`config.mk`:
```
export PLATFORM = sky130hd
export DESIGN_NAME = serdesphy_rx_deserializer_flat
export DESIGN_NICKNAME = d
export VERILOG_FILES = /design/src/rtl/serdesphy_rx_deserializer_if.sv /design/src/rtl/serdesphy_rx_deserializer.sv /design/src/flat_wrapper.sv
export SDC_FILE = /design/constraint.sdc
export NUM_CORES = 1
export LEC_CHECK = 0
export CAP_MARGIN = 0
export CORE_UTILIZATION = 55
export CTS_CLUSTER_DIAMETER = 50
export DETAILED_ROUTE_END_ITERATION = 6
export PLACE_DENSITY = 0.81
export SYNTH_ARGS = -nofsm -noshare
export SYNTH_HDL_FRONTEND = slang
export SYNTH_SLANG_ARGS = --single-unit
export TNS_END_PERCENT = 50
```
`constraint.sdc`:
```
create_clock -name clk -period 6.95 [get_ports clk]
set_clock_uncertainty 0.2 [all_clocks]
set_input_delay 1.7375 -clock clk [delete_from_list [all_inputs] [get_ports clk]]
set_output_delay 1.7375 -clock clk [all_outputs]
set_load 0.05 [all_outputs]
```
`src/rtl/serdesphy_rx_deserializer_if.sv`:
```
// Word handshake from the RX deserializer to the Manchester decoder:
// an aligned 16-chip word qualified by a one-cycle data_valid pulse.
interface serdesphy_rx_deserializer_if;
    logic [15:0] manchester_data;
    logic        data_valid;

    modport master (
        output manchester_data,
        output data_valid
    );

    modport slave (
        input manchester_data,
        input data_valid
    );
endinterface

```
`src/rtl/serdesphy_rx_deserializer.sv`:
```
// RX deserializer: hunts for SYNC_PATTERN, assembles 16-chip words and tracks lock.
// Define SERDESPHY_DESER_STATS_EN to add the saturating bad_word_count output.
module serdesphy_rx_deserializer #(
    parameter logic [15:0] SYNC_PATTERN  = 16'hFF00,
    parameter int          MAX_BAD_WORDS = 3
) (
    input  logic clk,
    input  logic rst_n,
    input  logic rx_en,
    input  logic rx_chip,
    input  logic rx_chip_valid,
    serdesphy_rx_deserializer_if.master word_if,
    output logic locked,
    output logic sync_detect,
    output logic lock_lost
`ifdef SERDESPHY_DESER_STATS_EN
    ,
    output logic [7:0] bad_word_count
`endif
);

    typedef enum logic {
        HUNT,
        LOCKED
    } state_t;

    localparam logic [3:0] MAX_BAD = 4'(MAX_BAD_WORDS);

    state_t      state;
    logic [15:0] shreg;
    logic [15:0] shreg_next;
    logic [3:0]  chip_cnt;
    logic [3:0]  bad_cnt;
    logic        word_end;
    logic        word_is_sync;
    logic        word_bad;
    logic        bad_event;

    // A Manchester symbol must be a transition; a repeated chip in any pair is illegal.
    function automatic logic is_malformed(input logic [15:0] w);
        logic bad;
        bad = 1'b0;
        for (int i = 0; i < 8; i++) begin
            if (w[2*i+1] == w[2*i]) begin
                bad = 1'b1;
            end
        end
        return bad;
    endfunction

    always_comb begin
        shreg_next   = rx_chip_valid ? {shreg[14:0], rx_chip} : shreg;
        word_end     = rx_en && rx_chip_valid && (state == LOCKED) && (chip_cnt == 4'd15);
        word_is_sync = (shreg_next == SYNC_PATTERN);
        word_bad     = is_malformed(shreg_next);
        bad_event    = word_end && !word_is_sync && word_bad;
    end

    always_ff @(posedge clk or negedge rst_n) begin
        if (!rst_n) begin
            state                   <= HUNT;
            shreg                   <= 16'h0000;
            chip_cnt                <= 4'd0;
            bad_cnt                 <= 4'd0;
            word_if.manchester_data <= 16'h0000;
            word_if.data_valid      <= 1'b0;
            locked                  <= 1'b0;
            sync_detect             <= 1'b0;
            lock_lost               <= 1'b0;
        end else begin
            word_if.data_valid <= 1'b0;
            sync_detect        <= 1'b0;
            lock_lost          <= 1'b0;
            if (rx_chip_valid) begin
                shreg <= shreg_next;
            end
            // Disabling the receiver abandons alignment but keeps the window filling.
            if (!rx_en) begin
                state    <= HUNT;
                locked   <= 1'b0;
                chip_cnt <= 4'd0;
                bad_cnt  <= 4'd0;
            end else if (rx_chip_valid) begin
                case (state)
                    HUNT: begin
                        if (word_is_sync) begin
                            state       <= LOCKED;
                            locked      <= 1'b1;
                            chip_cnt    <= 4'd0;
                            bad_cnt     <= 4'd0;
                            sync_detect <= 1'b1;
                        end
                    end
                    LOCKED: begin
                        chip_cnt <= chip_cnt + 4'd1;
                        if (word_end) begin
                            if (word_is_sync) begin
                                sync_detect <= 1'b1;
                                bad_cnt     <= 4'd0;
                            end else begin
                                word_if.manchester_data <= shreg_next;
                                word_if.data_valid      <= 1'b1;
                                // Malformed words still go out; the decoder flags them.
                                if (!word_bad) begin
                                    bad_cnt <= 4'd0;
                                end else if (bad_cnt + 4'd1 == MAX_BAD) begin
                                    state     <= HUNT;
                                    locked    <= 1'b0;
                                    lock_lost <= 1'b1;
                                    chip_cnt  <= 4'd0;
                                    bad_cnt   <= 4'd0;
                                end else begin
                                    bad_cnt <= bad_cnt + 4'd1;
                                end
                            end
                        end
                    end
                    default: state <= HUNT;
                endcase
            end
        end
    end

`ifdef SERDESPHY_DESER_STATS_EN
    // Lifetime statistic; only reset clears it.
    always_ff @(posedge clk or negedge rst_n) begin
        if (!rst_n) begin
            bad_word_count <= 8'd0;
        end else if (bad_event && (bad_word_count != 8'hFF)) begin
            bad_word_count <= bad_word_count + 8'd1;
        end
    end
`endif

endmodule

```
`src/flat_wrapper.sv`:
```
// flat-port wrapper written by rule: the top's interface ports become plain ports
module serdesphy_rx_deserializer_flat 
#(
    parameter logic [15:0] SYNC_PATTERN  = 16'hFF00,
    parameter int          MAX_BAD_WORDS = 3
)
  (clk, rst_n, rx_en, rx_chip, rx_chip_valid, locked, sync_detect, lock_lost, word_if_manchester_data, word_if_data_valid);
  serdesphy_rx_deserializer_if word_if_i ();
  input  logic clk;
  input  logic rst_n;
  input  logic rx_en;
  input  logic rx_chip;
  input  logic rx_chip_valid;
  output logic locked;
  output logic sync_detect;
  output logic lock_lost;
  output wire logic [$bits(word_if_i.manchester_data)-1:0] word_if_manchester_data;
  output wire logic [$bits(word_if_i.data_valid)-1:0] word_if_data_valid;
  assign word_if_manchester_data = word_if_i.manchester_data;
  assign word_if_data_valid = word_if_i.data_valid;
  serdesphy_rx_deserializer #(.SYNC_PATTERN(SYNC_PATTERN), .MAX_BAD_WORDS(MAX_BAD_WORDS)) u_core (.clk(clk), .rst_n(rst_n), .rx_en(rx_en), .rx_chip(rx_chip), .rx_chip_valid(rx_chip_valid), .word_if(word_if_i), .locked(locked), .sync_detect(sync_detect), .lock_lost(lock_lost));
endmodule
```
# Yosys cells after proc, flatten, opt, wreduce, memory -nomap -nowiden

Cells that the tools add are included.

Bitwise operators: 2
Add/sub/neg operators: 2
Reductions and logical operators: 7
Muxes and demuxes: 56
Equal/unequal tests: 17

Operators with widths:

| operator                                                               | number |
|---|---|
| 4-bit 2-to-1 mux                                                       | 13 |
| 1-bit 2-to-1 mux                                                       | 37 |
| 16-bit equality test (second input constant)                           | 1 |
| 16-bit 2-to-1 mux                                                      | 1 |
| 4-bit case mux with 2 select lines                                     | 2 |
| 3-bit != test (second input constant)                                  | 4 |
| 4-bit by 1-bit adder with 4-bit output (second input constant)         | 2 |
| 1-bit equality test                                                    | 8 |
| 1-bit case mux with 2 select lines                                     | 3 |
| 6-bit AND reduction                                                    | 1 |
| 5-bit AND reduction                                                    | 1 |
| 4-bit by 2-bit equality test with 1-bit output (second input constant) | 1 |
| 4-bit equality test (second input constant)                            | 1 |
| 1-bit logical AND                                                      | 3 |
| 3-bit by 2-bit != test with 1-bit output (second input constant)       | 1 |
| 3-bit AND reduction                                                    | 1 |
| 2-bit by 1-bit != test with 1-bit output (second input constant)       | 1 |
| 1-bit NOT                                                              | 2 |
| 2-bit AND reduction                                                    | 1 |

Register bits after elaboration: 45
Logic and storage cells: 93
Output and inout port bits: 20
Input bits: 5

# Logic depth before layout (Yosys ltp)

Depth in word-level cells: 16
Depth in mapped cells: 11
Depth with buffers taken out: 7

# Worst setup path before layout

No wires, ideal clock.

Path type: input -> register
From: in rx_chip_valid
To: reg u_core.bad_cnt[3]
Path buffers: 3
Stages: 10
Data required time: 6670 ps
Setup time: 80 ps
Path slack: 2535 ps
Arrival: 4134 ps
Cell sequence: buf_2 -> buf_2 -> buf_2 -> mux2i_1 -> ha_1 -> nand4_1 -> or2_2 -> o311a_2 -> or4_4 -> o211ai_2

Word-level cells in the longest chain between the ends: 16
Elaborated cells on any way between the ends: 31
Classes of those cells: eq/ne: 12; mux: 15; reduce/logical: 4

RTL lines:

| item                               | line                             | text |
|---|---|---|
| start, declared                    | flat_wrapper.sv:13               | `input logic rx_chip_valid;` |
| 16-bit 2-to-1 mux                  | serdesphy_rx_deserializer.sv:52  | `shreg_next = rx_chip_valid ? {shreg[14:0], rx_chip} : shreg;` |
| 1-bit equality test                | serdesphy_rx_deserializer.sv:44  | `if (w[2*i+1] == w[2*i]) begin` |
| 1-bit 2-to-1 mux (8 in a row)      | serdesphy_rx_deserializer.sv:44  |  |
| 4-bit 2-to-1 mux                   | serdesphy_rx_deserializer.sv:104 | `if (!word_bad) begin` |
| 4-bit 2-to-1 mux                   | serdesphy_rx_deserializer.sv:97  | `if (word_is_sync) begin` |
| 4-bit 2-to-1 mux                   | serdesphy_rx_deserializer.sv:96  | `if (word_end) begin` |
| 4-bit case mux with 2 select lines | serdesphy_rx_deserializer.sv:84  | `case (state)` |
| 4-bit 2-to-1 mux                   | serdesphy_rx_deserializer.sv:83  | `end else if (rx_chip_valid) begin` |
| 4-bit 2-to-1 mux                   | serdesphy_rx_deserializer.sv:78  | `if (!rx_en) begin` |
| end signal, assigned               | serdesphy_rx_deserializer.sv:113 | `bad_cnt <= bad_cnt + 4'd1;` |
| end, declared                      | serdesphy_rx_deserializer.sv:33  | `logic [3:0] bad_cnt;` |

Several ways; a longest one is shown, not always the timed one. The select of a mux whose other input is x is not followed.
A chain may end at the register's enable or synchronous reset.

# Worst setup path after layout

Ends and elaborated chain as after synthesis.

==> flow_summary.yaml <==
run_status:
  status: "complete, no violations"
clocking:
  clk_path_buf_depth: 2
  root_buffer: "clkbuf_8"
  postCtsSetupBuffers: 0
  hold_buffers: 0
  clk_pin_slew_ps: 80
  post_cts_resized: 0
  cts_tree: "yes"
  cts_made_buffers: 5
  clkSinkCount: 45
  insertion_delay_ps: 300
  htreeDepth: 2
logic_synthesis:
  synthSimpleGateAreaFrac: 0.134
  synthArstFlopShare: 1.00
  yosys_warnings: 0
  syn_inst: 178
  synth_nets: 194
  ys.flop_type: "dfrtp_1"
  netlist_area_um2: 2130
  yosys.area.top_type: "dfrtp_1"
  synthAdderAreaFrac: 0.0646
  synth_mux_area_frac: 0.170
  synth_top_family_by_area: "multiplexers"
  avgSynthCellArea_um2: 12.0
  synth_edf_count: 0
  synth_top_area_share: 0.528
  synth.distinct_cells: 35
  synth_compound_gate_area_share: 0.0681
  synth-seq-cells: 45
  synth_xor_area_frac: 0
  synth_area_leaders: "dfrtp_1, mux2_2, ha_1"
  seq_area_frac_synth: 0.528
timing:
  drv_slew: 0
  fin_crit_ps: 5010
  worstMarginPinSlew_ps: 1200
  relSlewSlack: 0.201
  fin_crit_sh: 0.721
  setup_viol: 0
  finalHoldViolCount: 0
  setup_tns_ps: 0
  rsz0062_at_grt: "no"
  fmax_ghz: 0.200
setup_path:
  critPathMaxFanout: 26
  critPathRequiredTime_ps: 6980
  critPathArrivalTime_ps: 5040
  start_kind: "primary input"
  cp-end-kind: "flop"
  path_class: "in2reg"
finish:
  nets: 219
  fill_cells: 277
  layout_commonest_cell: "dfrtp_1"
  stdcell_area_um2: 2510
  areaGrowthSynthToFinish_pct: 17.6
  final_cell_mix: "dfrtp_1, mux2_2, clkdlybuf4s50_1"
  antenna_cells: 0
  drive_gt1_frac: 0.201
floorplanning:
  rows: 22
  die_x_um: 64.2
  num_io_pins: 25
  initial_utilization: 0.578
  design.die.area_um2: 4130
  die_y_um: 64.2
  core_um2: 3690
global_routing:
  grt_pass1_wl_um: 6750
  grt_pass1_vias: 1468
  grt.overflow.total: 0
  grt_antenna_before_repair: 0
  grt_usage: 0.219
  grt_max_degree: 46
power_and_ir_drop:
  ir_drop_uv: 196
  cellPowerDensity_nw_per_um2: 264
  p_leak_nw: 1.17
routing:
  avgRoutedWirePerCell_um: 15.6
  first_pass_iters: 5
  num_vias: 1413
  routed_wl_um: 3940
  drc: 0
  final_antenna_net_count: 0
  viasPerCell: 5.61
  drt_iter0_drc: 54
placement:
  hpwl_um: 2700
  place_congestion: 0.826
  place_area_um2: 2390
  io_buffer_count: 24
worst_hold_path:
  hold_path_class: "reg2reg"
job:
  drv_cap: 0
-- final cells by class --
type                    instances  area, µm²  share of cell area
multi-input cells             117        931               0.371
clock inverters                 1       30.0              0.0120
clock buffers                   7       86.3              0.0344
repair buffers                 24        235              0.0939
well taps                      48       60.1              0.0240
inverters                      10       37.5              0.0150
flip-flops and latches         45       1130               0.449
-- metal layers --
metal / GRT usage / share of wire
met1: 0.275 / 0.46
met5: 0 / 0
met2: 0.349 / 0.48
met4: 0.100 / 0.020
met3: 0.0607 / 0.040
-- report_power, final --
part | switching [mW] | internal [mW]
Clock | 0.0876 | 0.117
Sequential | 0.0268 | 0.297
Combinational | 0.0671 | 0.0668
Total | 0.182 | 0.481
-- cell usage after synthesis (2+ instances only) --
| master | n |
|---|---|
| nand4_1 | 5 |
| mux2_2 | 25 |
| ha_1 | 11 |
| mux2i_1 | 8 |
| nand3b_1 | 2 |
| nand2_1 | 9 |
| a21oi_1 | 8 |
| dfrtp_1 | 45 |
| nand3_1 | 3 |
| inv_1 | 10 |
| nor4_1 | 2 |
| and3_1 | 2 |
| nor2_1 | 14 |
| a22o_1 | 2 |
| buf_2 | 5 |
| nor3_1 | 3 |
| o21ai_0 | 6 |
-- critical path, cell delays in order --
cell and delay [ps]:
clkdlybuf4s50_1 1270, mux2i_1 400, ha_1 230, nand4_1 110
or2_2 330, o311a_2 400, or4_4 490, o211ai_2 70
-- path summary, 6_finish.rpt --
check / start / to / slack, ps / cells after the start
max: rx_chip_valid / u_core.bad_cnt[3]$_DFFE_PN0P_ / 1940 / 8
min: u_core.word_if.manchester_data[10]$_DFFE_PN0P_ / u_core.word_if.manchester_data[10]$_DFFE_PN0P_ / 320 / 1
max reg2reg: u_core.shreg[5]$_DFFE_PN0P_ / u_core.bad_cnt[3]$_DFFE_PN0P_ / 4400 / 7
min reg2reg: u_core.word_if.manchester_data[10]$_DFFE_PN0P_ / u_core.word_if.manchester_data[10]$_DFFE_PN0P_ / 320 / 1
max in group asynchronous: rst_n / u_core.word_if.manchester_data[8]$_DFFE_PN0P_ / 4560 / 1
min in group asynchronous: rst_n / u_core.shreg[10]$_DFFE_PN0P_ / 1390 / 1
-- state kept, by name, summed over array words and instances, names as in the netlist --
register / cells
u_core.bad_cnt: 4
u_core.chip_cnt: 4
u_core.lock_lost: 1
u_core.locked: 1
u_core.shreg: 16
u_core.state: 1
u_core.sync_detect: 1
u_core.word_if.data_valid: 1
u_core.word_if.manchester_data: 16
-- per-stage QoR --
| stage | instances | util | hold slack (ps) | setup slack (ps) | power (mW) |
|---|---|---|---|---|---|
| after floorplan | 178 | - | 277 | 2540 | 0.413 |
| after global placement | 244 | 0.648 | 286 | 1760 | 0.447 |
| after detailed placement | 244 | 0.648 | 296 | 1650 | 0.461 |
| after CTS | 252 | 0.679 | 317 | 1950 | 0.666 |
| after global routing | 252 | 0.679 | 336 | 1780 | 0.698 |
| final | 252 | 0.679 | 316 | 1940 | 0.662 |
-- kinds of logic after synthesis --
logic type                 after synthesis
AOI/OAI and AO/OA                       22
DFF                                     45
adders and majority gates               11
muxes                                   33
buffers and inverters                   16
and+or+nand+nor                         51
Note: power is estimated with default switching activity, not from simulation.
